<file path="src/rtl/cve2_clear_sequencer.sv">
// Drives the isolator's clear_n: drains outstanding OBI traffic on a host reset/hold
// request, then holds the core cleared for a fixed time or while hold is requested.
module cve2_clear_sequencer #(
  parameter int MAX_OUTSTANDING = 2,
  parameter int HOLD_CYCLES     = 4,
  parameter int DRAIN_TIMEOUT   = 256,
  localparam int CW = $clog2(MAX_OUTSTANDING + 1)
) (
  input  logic          clk_i,
  input  logic          rst_ni,
  input  logic          core_reset_i,
  input  logic          core_hold_i,
  input  logic          instr_req_i,
  input  logic          instr_gnt_i,
  input  logic          instr_rvalid_i,
  input  logic          data_req_i,
  input  logic          data_gnt_i,
  input  logic          data_rvalid_i,
  output logic          clear_n_o,
  output logic          busy_o,
  output logic          cleared_o,
  output logic          timeout_o,
  output logic [CW-1:0] instr_outstanding_o,
  output logic [CW-1:0] data_outstanding_o
);

  localparam int HW = (HOLD_CYCLES > 2) ? $clog2(HOLD_CYCLES) : 1;
  localparam int TW = (DRAIN_TIMEOUT > 2) ? $clog2(DRAIN_TIMEOUT) : 1;
  localparam logic [HW-1:0] HOLD_LAST  = HW'(HOLD_CYCLES - 1);
  localparam logic [TW-1:0] TIMER_LAST = TW'(DRAIN_TIMEOUT - 1);
  localparam logic [CW-1:0] CNT_MAX    = CW'(MAX_OUTSTANDING);

  typedef enum logic [1:0] {
    ST_IDLE  = 2'd0,
    ST_DRAIN = 2'd1,
    ST_CLEAR = 2'd2
  } state_e;

  state_e        r_state;
  logic [TW-1:0] r_timer;
  logic [HW-1:0] r_hold;
  logic [CW-1:0] r_instr_cnt;
  logic [CW-1:0] r_data_cnt;
  logic          r_clear_n;
  logic          r_busy;
  logic          r_cleared;
  logic          r_timeout;

  logic          w_instr_gnt;
  logic          w_data_gnt;
  logic          w_drained;
  logic [CW-1:0] w_instr_cnt_nxt;
  logic [CW-1:0] w_data_cnt_nxt;

  // Saturating up/down count; a simultaneous grant and response cancel out.
  function automatic logic [CW-1:0] f_next_count(input logic [CW-1:0] cnt,
                                                 input logic          inc,
                                                 input logic          dec);
    logic [CW-1:0] nxt;
    nxt = cnt;
    if (inc && !dec) begin
      if (cnt != CNT_MAX) nxt = cnt + CW'(1);
    end else if (dec && !inc) begin
      if (cnt != '0) nxt = cnt - CW'(1);
    end
    return nxt;
  endfunction

  assign w_instr_gnt     = instr_req_i & instr_gnt_i;
  assign w_data_gnt      = data_req_i & data_gnt_i;
  assign w_instr_cnt_nxt = f_next_count(r_instr_cnt, w_instr_gnt, instr_rvalid_i);
  assign w_data_cnt_nxt  = f_next_count(r_data_cnt, w_data_gnt, data_rvalid_i);

  // A grant this cycle opens a new transaction, so it blocks the drain just like a count.
  assign w_drained = (r_instr_cnt == '0) && (r_data_cnt == '0) && !w_instr_gnt && !w_data_gnt;

  always_ff @(posedge clk_i or negedge rst_ni) begin
    if (!rst_ni) begin
      r_state     <= ST_IDLE;
      r_timer     <= '0;
      r_hold      <= '0;
      r_instr_cnt <= '0;
      r_data_cnt  <= '0;
      r_clear_n   <= 1'b1;
      r_busy      <= 1'b0;
      r_cleared   <= 1'b0;
      r_timeout   <= 1'b0;
    end else begin
      r_timeout   <= 1'b0;
      r_instr_cnt <= w_instr_cnt_nxt;
      r_data_cnt  <= w_data_cnt_nxt;
      case (r_state)
        ST_IDLE: begin
          if (core_reset_i || core_hold_i) begin
            r_state <= ST_DRAIN;
            r_timer <= '0;
            r_busy  <= 1'b1;
          end
        end
        ST_DRAIN: begin
          r_timer <= r_timer + TW'(1);
          if (w_drained) begin
            r_state   <= ST_CLEAR;
            r_hold    <= HOLD_LAST;
            r_clear_n <= 1'b0;
            r_cleared <= 1'b1;
          end else if (r_timer == TIMER_LAST) begin
            // Abandoned transactions will never complete once the core is cleared.
            r_state     <= ST_CLEAR;
            r_hold      <= HOLD_LAST;
            r_clear_n   <= 1'b0;
            r_cleared   <= 1'b1;
            r_timeout   <= 1'b1;
            r_instr_cnt <= '0;
            r_data_cnt  <= '0;
          end
        end
        ST_CLEAR: begin
          if (r_hold != '0) begin
            r_hold <= r_hold - HW'(1);
          end else if (!core_hold_i) begin
            r_state   <= ST_IDLE;
            r_clear_n <= 1'b1;
            r_cleared <= 1'b0;
            r_busy    <= 1'b0;
          end
        end
        default: begin
          r_state   <= ST_IDLE;
          r_clear_n <= 1'b1;
          r_cleared <= 1'b0;
          r_busy    <= 1'b0;
        end
      endcase
    end
  end

  assign clear_n_o           = r_clear_n;
  assign busy_o              = r_busy;
  assign cleared_o           = r_cleared;
  assign timeout_o           = r_timeout;
  assign instr_outstanding_o = r_instr_cnt;
  assign data_outstanding_o  = r_data_cnt;

endmodule
</file>
<file path="config.mk">
export PLATFORM = sky130hd
export DESIGN_NAME = cve2_clear_sequencer
export DESIGN_NICKNAME = d
export VERILOG_FILES = /design/src/rtl/cve2_clear_sequencer.sv
export SDC_FILE = /design/constraint.sdc
export NUM_CORES = 1
export LEC_CHECK = 0
export CORE_ASPECT_RATIO = 1.25
export CORE_MARGIN = 5
export CORE_UTILIZATION = 50
export CTS_CLUSTER_SIZE = 12
export DETAILED_ROUTE_END_ITERATION = 12
export PLACE_DENSITY_LB_ADDON = 0.05
export SLEW_MARGIN = 20
export SYNTH_ARGS = -nofsm -noshare
export SYNTH_HDL_FRONTEND = slang
export SYNTH_SLANG_ARGS = --single-unit
export TNS_END_PERCENT = 50
</file>
<file path="constraint.sdc">
create_clock -name clk_i -period 1.5 [get_ports clk_i]
set_input_delay 0.3 -clock clk_i [delete_from_list [all_inputs] [get_ports clk_i]]
set_output_delay 0.3 -clock clk_i [all_outputs]
set_load 0.01 [all_outputs]
</file>
==> metrics list <==
- For this run, the detailed router's first-pass iteration total came to 2.
- The first routing iteration left 12 violations.
- For this design the static power due to leakage is 0.7111 nW.
- Max-slew headroom at the worst pin: around 80%
* Final sum of negative setup slack: 0 ns
- In this run the number of H-tree levels came out at 1.
* Result of the run: finished clean
- Chip width: 52.14 um
- Routed WL: about 2400 um
* CP Class: flip-flop to flip-flop
- The die covers 0.003268 mm^2.
- The area growth from synthesis to layout is 35.29%.
- Max VDD drop: between 700 and 800 uV
- Detailed placement finished with a half-perimeter wire length of between 1500 and 2000 um.
* Unrepaired setup endpoints after global routing: yes
- Along the worst path, the maximum fanout reaches 5.
- Clock skew on the completed layout was measured at 0.001115 ns.
* Number of sinks on the clock net: 20
- Class of the tightest hold or removal check: primary input to async pin
- The number of different library cells used by synthesis comes to 28.
- Post-synth design cell area: ~0.0011 mm^2
- Clock-pin slew was measured on the worst setup and hold paths at about 0.11 ns.
- The floorplan has 19 rows.
- Number of instances in the synthesized netlist: 112
* Ratio of final minimum period to clock period: between 90% and 100%
- Summing the sequential cell areas from Yosys gives between 40 and 50% of the chip area.
- Via-per-instance ratio: approximately 5.3
- The congestion estimate from routability-driven global placement came to between 0.7 and 0.8.
* Number of fill cells: approximately 180
- Routed wire length on met2: ~1200 um
* DR DRC count: 0
- Vert. Die Dim: around 63 um
- The library cell used most frequently in the layout, excluding fill and tap cells, is sky130_fd_sc_hd__dfrtp_1.
- GRT Util Overall: between 15 and 20%
- Starting density of the core: between 50% and 60%
- WP data arrival: 1.63 ns
- Across all layers, the routed design uses approximately 940 vias.
- The routed design could run at a clock period as short as ~1.4 ns.
- For this block, wires on met1 add up to roughly 1000 um.
- Setup violation total in the final timing report: 0
- Leaving out filler cells and counting taps, the final layout contains ~180.
- STA classifies the critical path startpoint as a flip-flop.
* Length of routed met3 wiring: 66 um
- Antenna violations before repair: 0
- Routed wire length per instance: roughly 13 um
- Top library cells by usage in the layout, fill and taps aside: 19 x sky130_fd_sc_hd__dfrtp_1, 15 x sky130_fd_sc_hd__nand2_1, 12 x sky130_fd_sc_hd__buf_4, 9 x sky130_fd_sc_hd__clkdlybuf4s50_1
- Summed over all layers, the global routing overflow is 0.
- The final layout contains about 170 nets.
- TritonCTS built the clock tree.
- Average cell area after synthesis: between 9 and 10 um^2
- Max-Cap Viols: 0
- # IOs: 18
- The first global-routing pass estimated 4112 um of wire.
* DR top layer: met4
- Of the cells placed in the final design, the portion with a size suffix greater than 1 is 20.41%.
- Number of routed nets with antenna violations: 0
- Clock buffers created by TritonCTS: 3
* Synthesized Nets: about 130
* Vias in the first global route: slightly below 1000
- The core region is around 0.0022 mm^2.
- Number of input and output port buffers inserted: 17
- Placed cell count: between 150 and 200
- Dividing total power by cell area gives a power density of roughly 1400 mW/mm^2.
- After layout, the design draws a total of between 2 and 2.5 mW.
* Number of synthesized register bits: 20
- For this run, the number of Yosys warnings is 0.
- The tree is rooted in a sky130_fd_sc_hd__clkbuf_4.
- Final count of hold timing violations: 0
- Fmax achieved: between 0.6 and 0.7 GHz
- Max-slew violation total from the final report: 0
- At the pin with the least slew margin, the transition time is a little over 0.3 ns.
- Data required time at the worst endpoint: 1.69 ns
- N_diodes: 0
* Pin count of the biggest net entering global routing: 21
* Number of buffers on the longest clock path: 2
- Clock Latency Late Sink: 0.29 ns
- STA classifies the critical path endpoint as a flip-flop.
-- state kept, by name, indices dropped and copies added (netlist names), 2 cells and up --
signal	flops
data_outstanding_o	2
instr_outstanding_o	2
r_hold	2
r_state	2
r_timer	8
-- per-stage QoR --
step                util [%]  area (um^2)  setup WS (ns)  hold WS, ns
floorplan                  -         1110         0.2241     0.004409
global placement       63.56         1375      -0.001512       0.4593
detailed placement     63.56         1375       -0.04286       0.4643
CTS                    65.53         1418        0.02867       0.3327
global route           69.40         1501       -0.02201       0.3386
finish                 69.40         1501        0.05086       0.3289
-- power by group --
group	leakage (nW)	internal, mW	total [mW]	switching, mW
combinational	0.444	0.454	0.902	0.448
sequential	0.246	0.705	0.832	0.127
clock	0.0210	0.148	0.310	0.162
total	0.711	1.31	2.04	0.737
-- worst max-delay path: stages (launching register included) --
cell                       delay, ns
sky130_fd_sc_hd__dfrtp_1        0.39
sky130_fd_sc_hd__buf_6          0.11
sky130_fd_sc_hd__inv_1          0.05
sky130_fd_sc_hd__ha_2           0.18
sky130_fd_sc_hd__nand2_2        0.07
sky130_fd_sc_hd__nor2_2         0.05
sky130_fd_sc_hd__nor4_4         0.27
sky130_fd_sc_hd__buf_6          0.17
sky130_fd_sc_hd__a211oi_2       0.04
-- cell type report --
class | count | area [um^2] | share of cell area [%]
Sequential cell | 20 | 501.7 | 33.42
Timing Repair Buffer | 32 | 287.8 | 19.17
Multi-Input combinational cell | 82 | 603.1 | 40.17
Tap cell | 31 | 38.79 | 2.583
Inverter | 9 | 33.78 | 2.250
Clock buffer | 4 | 36.28 | 2.417
-- synthesized netlist by cell type (all sizes together) --
| library cell | count | area [um^2] |
|---|---|---|
| o22ai | 1 | 6.260 |
| o21ai | 8 | 40.04 |
| clkbuf | 1 | 3.750 |
| xnor2 | 1 | 8.760 |
| or3 | 2 | 12.51 |
| nand4 | 2 | 12.51 |
| nand2 | 16 | 60.06 |
| a21oi | 1 | 5.000 |
| and2 | 1 | 6.260 |
| nand3b | 1 | 7.510 |
| a22oi | 1 | 7.510 |
| mux2i | 5 | 50.05 |
| ha | 9 | 112.6 |
| nand2b | 1 | 6.260 |
| dfrtp | 19 | 475.5 |
| nor2b | 4 | 25.02 |
| and2b | 1 | 7.510 |
| o211ai | 2 | 15.01 |
| xor2 | 2 | 17.52 |
| dfstp | 1 | 26.28 |
| nand3 | 5 | 25.02 |
| nor2 | 4 | 15.01 |
| inv | 9 | 33.78 |
| nor4 | 1 | 21.27 |
| a41oi | 1 | 8.760 |
| o31ai | 4 | 30.03 |
| a22o | 2 | 17.52 |
| a211oi | 7 | 52.55 |
-- path summary, 6_finish.rpt --
kind | start | depth (start not counted) | slack [ns] | endpoint
worst min register to register | r_timer[7]$_DFFE_PN0P_ | 1 | 0.48 | r_timer[7]$_DFFE_PN0P_
max in group asynchronous | rst_ni | 2 | 0.90 | clear_n_o$_DFFE_PN1P_
min in group clk_i | r_timer[7]$_DFFE_PN0P_ | 1 | 0.48 | r_timer[7]$_DFFE_PN0P_
worst max-delay path | instr_outstanding_o[0]$_DFF_PN0_ | 8 | 0.05 | instr_outstanding_o[0]$_DFF_PN0_
worst max register to register | instr_outstanding_o[0]$_DFF_PN0_ | 8 | 0.05 | instr_outstanding_o[0]$_DFF_PN0_
worst min-delay path | rst_ni | 2 | 0.33 | r_state[1]$_DFFE_PN0P_
-- timing repair --
action	in CTS	in global routing
resized for setup	7	13
hold buffers	0	0
pin swaps	0	3
buffers inserted	2	5
endpoints found under the setup margin	7	7
gates cloned	0	0
-- kinds of logic after synthesis --
family | count (synthesis) | synth area share (%)
xor+xnor | 3 | 2.368
buf+inv | 10 | 3.382
flops | 20 | 45.21
simple gates | 38 | 17.93
compound gates | 27 | 16.46
mux | 5 | 4.510
fa+ha+maj | 9 | 10.15
-- per-layer routing --
metal / up-vias / track usage [%]
met1: 454 / 17.96
met2: 14 / 29.87
met5: - / 0
met4: 0 / 7.668
met3: 4 / 1.909
li1: 469 / -
(Power assumes the default switching activity.)
